<file path="src/rtl/sequenciador_muldiv_pkg.sv">
// Shared definitions for the multiply/divide sequencer.
// ALU select codes and the sequencer state encoding.
package sequenciador_muldiv_pkg;

    localparam logic [2:0] ULA_AND = 3'b000;
    localparam logic [2:0] ULA_OR  = 3'b001;
    localparam logic [2:0] ULA_ADD = 3'b010;
    localparam logic [2:0] ULA_SUB = 3'b011;
    localparam logic [2:0] ULA_SLT = 3'b100;

    typedef enum logic [2:0] {
        IDLE    = 3'd0,
        MUL     = 3'd1,
        DIV_CMP = 3'd2,
        DIV_SUB = 3'd3,
        FIM     = 3'd4
    } estado_t;

endpackage

</file>
<file path="src/rtl/sequenciador_muldiv.sv">
// Multi-cycle unsigned multiply/divide controller that borrows the
// shared ALU: shift-add multiply and restoring division, 8 steps each.
module sequenciador_muldiv
    import sequenciador_muldiv_pkg::*;
#(
    parameter int LARGURA = 8
) (
    input  logic               clock,
    input  logic               reset,
    input  logic               inicio,
    input  logic               operacao,
    input  logic [LARGURA-1:0] operando_a,
    input  logic [LARGURA-1:0] operando_b,
    output logic [LARGURA-1:0] ula_entrada1,
    output logic [LARGURA-1:0] ula_entrada2,
    output logic [2:0]         ula_sinal,
    input  logic [LARGURA-1:0] ula_saida,
    input  logic               ula_zero,
    output logic               ocupado,
    output logic               pronto,
    output logic [LARGURA-1:0] resultado_hi,
    output logic [LARGURA-1:0] resultado_lo,
    output logic               erro_div0
);

    estado_t            estado_q, estado_d;
    logic [LARGURA-1:0] acc_q, acc_d;
    logic [LARGURA-1:0] lo_q, lo_d;
    logic [LARGURA-1:0] b_q, b_d;
    logic [2:0]         cont_q, cont_d;
    logic [LARGURA-1:0] hi_q, hi_d;
    logic [LARGURA-1:0] rlo_q, rlo_d;
    logic               erro_q, erro_d;
    logic               pronto_q, pronto_d;

    logic [LARGURA-1:0] s;
    logic               carry;
    logic               ultimo;

    assign s      = {acc_q[LARGURA-2:0], lo_q[LARGURA-1]};
    assign carry  = (ula_saida < acc_q);
    assign ultimo = (cont_q == 3'd7);

    // ALU operand/select drive, purely a function of the current state
    always_comb begin
        ula_entrada1 = '0;
        ula_entrada2 = '0;
        ula_sinal    = ULA_AND;
        case (estado_q)
            MUL: begin
                ula_sinal    = ULA_ADD;
                ula_entrada1 = acc_q;
                ula_entrada2 = lo_q[0] ? b_q : '0;
            end
            DIV_CMP: begin
                ula_sinal    = ULA_SLT;
                ula_entrada1 = s;
                ula_entrada2 = b_q;
            end
            DIV_SUB: begin
                ula_sinal    = ULA_SUB;
                ula_entrada1 = acc_q;
                ula_entrada2 = b_q;
            end
            default: ;
        endcase
    end

    // Next-state and datapath update; results latch on entry to FIM
    always_comb begin
        estado_d = estado_q;
        acc_d    = acc_q;
        lo_d     = lo_q;
        b_d      = b_q;
        cont_d   = cont_q;
        hi_d     = hi_q;
        rlo_d    = rlo_q;
        erro_d   = erro_q;
        pronto_d = 1'b0;
        case (estado_q)
            IDLE: begin
                if (inicio) begin
                    b_d    = operando_b;
                    cont_d = 3'd0;
                    erro_d = 1'b0;
                    if (!operacao || (operando_b != '0)) begin
                        acc_d    = '0;
                        lo_d     = operando_a;
                        estado_d = operacao ? DIV_CMP : MUL;
                    end else begin
                        erro_d   = 1'b1;
                        rlo_d    = '1;
                        hi_d     = operando_a;
                        estado_d = FIM;
                        pronto_d = 1'b1;
                    end
                end
            end
            MUL: begin
                acc_d  = {carry, ula_saida[LARGURA-1:1]};
                lo_d   = {ula_saida[0], lo_q[LARGURA-1:1]};
                cont_d = cont_q + 3'd1;
                if (ultimo) begin
                    estado_d = FIM;
                    pronto_d = 1'b1;
                    hi_d     = {carry, ula_saida[LARGURA-1:1]};
                    rlo_d    = {ula_saida[0], lo_q[LARGURA-1:1]};
                end
            end
            DIV_CMP: begin
                acc_d = s;
                lo_d  = {lo_q[LARGURA-2:0], 1'b0};
                // s < b and no lost top bit: quotient bit stays 0
                if (!acc_q[LARGURA-1] && !ula_zero) begin
                    cont_d = cont_q + 3'd1;
                    if (ultimo) begin
                        estado_d = FIM;
                        pronto_d = 1'b1;
                        hi_d     = s;
                        rlo_d    = {lo_q[LARGURA-2:0], 1'b0};
                    end
                end else begin
                    estado_d = DIV_SUB;
                end
            end
            DIV_SUB: begin
                // mod-2^W subtraction is exact even when s overflowed
                acc_d  = ula_saida;
                lo_d   = {lo_q[LARGURA-1:1], 1'b1};
                cont_d = cont_q + 3'd1;
                if (ultimo) begin
                    estado_d = FIM;
                    pronto_d = 1'b1;
                    hi_d     = ula_saida;
                    rlo_d    = {lo_q[LARGURA-1:1], 1'b1};
                end else begin
                    estado_d = DIV_CMP;
                end
            end
            FIM: begin
                estado_d = IDLE;
            end
            default: begin
                estado_d = IDLE;
            end
        endcase
    end

    // FSM state, datapath and registered outputs
    always_ff @(posedge clock or posedge reset) begin
        if (reset) begin
            estado_q <= IDLE;
            acc_q    <= '0;
            lo_q     <= '0;
            b_q      <= '0;
            cont_q   <= '0;
            hi_q     <= '0;
            rlo_q    <= '0;
            erro_q   <= 1'b0;
            pronto_q <= 1'b0;
        end else begin
            estado_q <= estado_d;
            acc_q    <= acc_d;
            lo_q     <= lo_d;
            b_q      <= b_d;
            cont_q   <= cont_d;
            hi_q     <= hi_d;
            rlo_q    <= rlo_d;
            erro_q   <= erro_d;
            pronto_q <= pronto_d;
        end
    end

    assign ocupado      = (estado_q != IDLE);
    assign pronto       = pronto_q;
    assign resultado_hi = hi_q;
    assign resultado_lo = rlo_q;
    assign erro_div0    = erro_q;

endmodule

</file>
<file path="config.mk">
export PLATFORM = sky130hd
export DESIGN_NAME = sequenciador_muldiv
export DESIGN_NICKNAME = d
export VERILOG_FILES = /design/src/rtl/sequenciador_muldiv_pkg.sv /design/src/rtl/sequenciador_muldiv.sv
export SDC_FILE = /design/constraint.sdc
export NUM_CORES = 1
export LEC_CHECK = 0
export BUFFER_PORTS_ARGS = -buffer_cell sky130_fd_sc_hd__buf_2
export CORE_ASPECT_RATIO = 1.5
export CORE_MARGIN = 10
export CORE_UTILIZATION = 58
export DETAILED_ROUTE_END_ITERATION = 7
export PLACE_DENSITY = 0.86
export SYNTH_ARGS = -nofsm -noshare
export SYNTH_HDL_FRONTEND = slang
export SYNTH_SLANG_ARGS = --single-unit
export TNS_END_PERCENT = 5
</file>
<file path="constraint.sdc">
create_clock -name clock -period 3.15 [get_ports clock]
set_input_delay 0 -clock clock [delete_from_list [all_inputs] [get_ports clock]]
set_output_delay 0 -clock clock [all_outputs]
set_load 0.005 [all_outputs]
</file>
==> results.md <==
* Min Hold Slack at 11.0 ps
* Post-synthesis sequential area ratio at 44.0%
* Crit path capture: lo_q[4]
* Top cell type's share of synthesized area at 44.0%
* Critical Path AT at 2600 ps
* Final setup violation count at 0
* IO buf count at 66
* Gr ovfl total at 0
* Post-route ant nets at 0
* Fin. max-slew vios at 0
* Worst-skew pair later-pin latency at 300 ps
* H-tree depth at 2
* GPL Wtd Cong at ~0.97
* Share of layout cells above drive strength 1 at a little over a quarter
* DRC at 0
* Outcome: finished clean
* Storage cell area at 1200 µm²
* Synth Area in Compound Gates at a little under a quarter
* Syn_nets at 336
* CTS tree: done
* Final hold vios at 0
* First-pass GRT wire length at 11800 µm
* R2r endpoint: lo_q[4]
* Final WS setup at slightly below 800 ps
* Seq cells post-synth at 48
* RR Startpoint: estado_q[0]
* Synth unique cells at 39
* Actual slew at the worst max-slew pin at 961 ps
* Pwr/cell area at roughly 1100 nW/µm²
* Synth area leader: dfrtp_1
* Post-synth EDFFs at 0
* DP Wirelength at 5490 µm
* Post-synthesis xor/xnor area fraction at 0%
* I/O pins at 67
* Routed len/inst at 16.8 µm
* Final period util at 75.2%
* Initial DRC Count at 166
* Max Clk Rate at 0.422 GHz
* Area Growth Syn to Fin at 19.9%
* Clk sinks at 48
* Crit path from: estado_q[0]
* DRT Pass-1 Iters at 5
* Int Power at 1910 µW
* Clock buffer depth at 2
* Synthesized instance count at 298
* Crit Path Max Fanout at 16
* Area contributors post-synth: dfrtp_1 (44%), a21oi_1 (9.0%), nor2_1 (5.2%)
* Largest net degree at the start of global routing at 49
* Worst VDD drop at 0.657 mV
* Cells on worst reg2reg path at 6
* Switching share of power at 44.5%
* Initial antenna violation count at 0
* Placeable Area at 4540 µm²
* CTS root buffer: clkbuf_8
* Fin nets at approximately 410
* Antenna cells at 0
* Row cnt at 30
* Fin Setup TNS at 0 ps
* Synth Cell Area at approximately 2700 µm²
* Mux share of post-synthesis cell area at 6.65%
* Main combinational cell family by area after synthesis: compound AO/OA/AOI/OAI gates
* Finished Cell Area at 3270 µm²
* Worst slack, placed at 805 ps
* Lkg Pwr at 0.00153 µW
* Synth Area in Simple Gates at 15.8%
* Fillcell total at between 300 and 400
* Tot Pwr at 3450 µW
* Sw Pwr at 1540 µW
* Reg power frac at 34.8%
* Hold Path Class: input pin to register
* R2r setup slk at 780 ps
* Vias in the first global route at around 2500
* Ys Warns at 0
* Critical path class: register to register
* Multi-input gate area at 1360 µm²
* Initial core utilization at 60.1%
* Die Y at 104 µm
* Nature of the critical path endpoint: register
* Via/cell ratio at roughly 5.6
* Routed via count at 2443
* DIE WIDTH at 76.0 µm
* Worst path required time at between 3000 and 4000 ps
* Clock transition at path regs at approximately 90 ps
* RSZ-0062 raised after global routing: no
* Comb pwr share at 54.1%
* Synth async-reset ratio at 100%
* Die area at approximately 7900 µm²
* Worst Skew at 4.81 ps
* TritonCTS Buffers at 5
* Max_cap viols at 0
* Relative slew slack at a little over a third
* Adder-cell share of the synthesized area at just over 4%
* Startpoint Class: register
* Tmin final at 2370 ps
* Post-Syn Area per Cell at between 9 and 10 µm²
* Total Wirelength at 7280 µm
* Overall routing resource usage at 17.9%
* Placed instance area at about 3000 µm²
* Clock Power Share at 11.2%
* Ys flop type: dfrtp_1
Yosys cell counts (2+ instances only):
| master | number |
|---|---|
| buf_1 | 2 |
| a22o_1 | 2 |
| clkbuf_1 | 3 |
| mux2_2 | 9 |
| nor2_1 | 38 |
| inv_1 | 14 |
| nand3_1 | 3 |
| nand4_1 | 2 |
| a22oi_1 | 6 |
| and2_1 | 9 |
| mux2i_1 | 8 |
| a31oi_1 | 2 |
| buf_2 | 8 |
| nor3_1 | 4 |
| nor2b_1 | 5 |
| a211oi_1 | 15 |
| buf_4 | 5 |
| a21oi_1 | 49 |
| a21o_1 | 7 |
| or2_2 | 2 |
| dfrtp_1 | 48 |
| inv_2 | 2 |
| nand2_1 | 17 |
| o21ai_0 | 14 |
| ha_1 | 9 |
| nor4_2 | 2 |
critical path, cell delays in order (launching register included):
cell      delay [ps]
dfrtp_1          670
buf_4            330
or2_2            170
o21ai_1          140
a211oi_2         740
nor2_1            90
a21oi_1          150
worst min-delay path by stage:
stage	cells past startpoint	slack (ps)	from	to
final	3	10	operando_a[0]	lo_q[0]
after global routing	3	50	operando_a[2]	lo_q[2]
after CTS	3	3	operacao	erro_div0
after detailed placement	2	260	operando_b[0]	b_q[0]
after global placement	2	260	operando_b[5]	b_q[5]
after floorplan	2	150	operando_a[7]	resultado_hi[7]
sequential cells by signal, indices dropped and copies added, names as in the netlist:
name,cells
acc_q,8
b_q,8
pronto,1
resultado_lo,8
cont_q,3
lo_q,8
erro_div0,1
estado_q,3
resultado_hi,8
cell usage in the layout, fill, tap and decap left out, types with 3 or more instances in the layout:
master         count
buf_2             66
nand3_1            3
buf_4              5
o21ai_0           14
ha_1               9
a21oi_1           49
nand2_1           17
mux2i_1            8
clkbuf_8           6
dfrtp_1           48
inv_2              3
nor2b_1            5
a211oi_1          15
mux2_2             9
a21o_1             7
a22oi_1            6
nor2_1            38
nor3_1             4
and2_1             9
inv_1             13
dlygate4sd3_1     11
area by class of cell:
class | instances | share of cell area, %
Multi-Input combinational cell | 215 | 41.6
Timing Repair Buffer | 82 | 14.6
Inverter | 16 | 1.83
Tap cell | 64 | 2.45
Sequential cell | 48 | 36.7
Clock buffer | 7 | 2.64
Clock inverter | 1 | 0.229
repair_timing:
item / 4_1_cts / 5_1_grt
setup buffers: 0 / 0
resized for setup: 0 / 0
hold endpoints to repair: 57 / 1
hold buffers: 10 / 1
stage by stage:
step,std cells,util (%)
2_1_floorplan,298,-
3_3_place_gp,414,67.6
3_5_place_dp,414,67.6
4_1_cts,432,71.8
5_1_grt,433,72.1
6_report,433,72.1
per-layer routing:
metal	routed length [µm]	vias to the layer above	track usage, %
li1	-	1192	-
met1	2780	1137	18.9
met2	3720	94	31.5
met3	487	20	4.84
met4	288	0	9.24
met5	0	-	0
power groups by stage:
stage	clock network, µW	logic (µW)	registers [µW]
after floorplan	0	1380	1100
after global placement	0	1790	1190
after detailed placement	0	1860	1200
after CTS	386	1870	1190
after global routing	412	2100	1240
final	385	1860	1200
cell families (layout without fill, tap and decap cells):
family / Yosys count / in the layout
AOI/OAI and AO/OA: 102 / 102
buffers and inverters: 35 / 106
muxes: 17 / 17
adders and majority gates: 9 / 9
DFF: 48 / 48
and+or+nand+nor: 87 / 87
No activity file was read; power rests on OpenSTA's default activity.
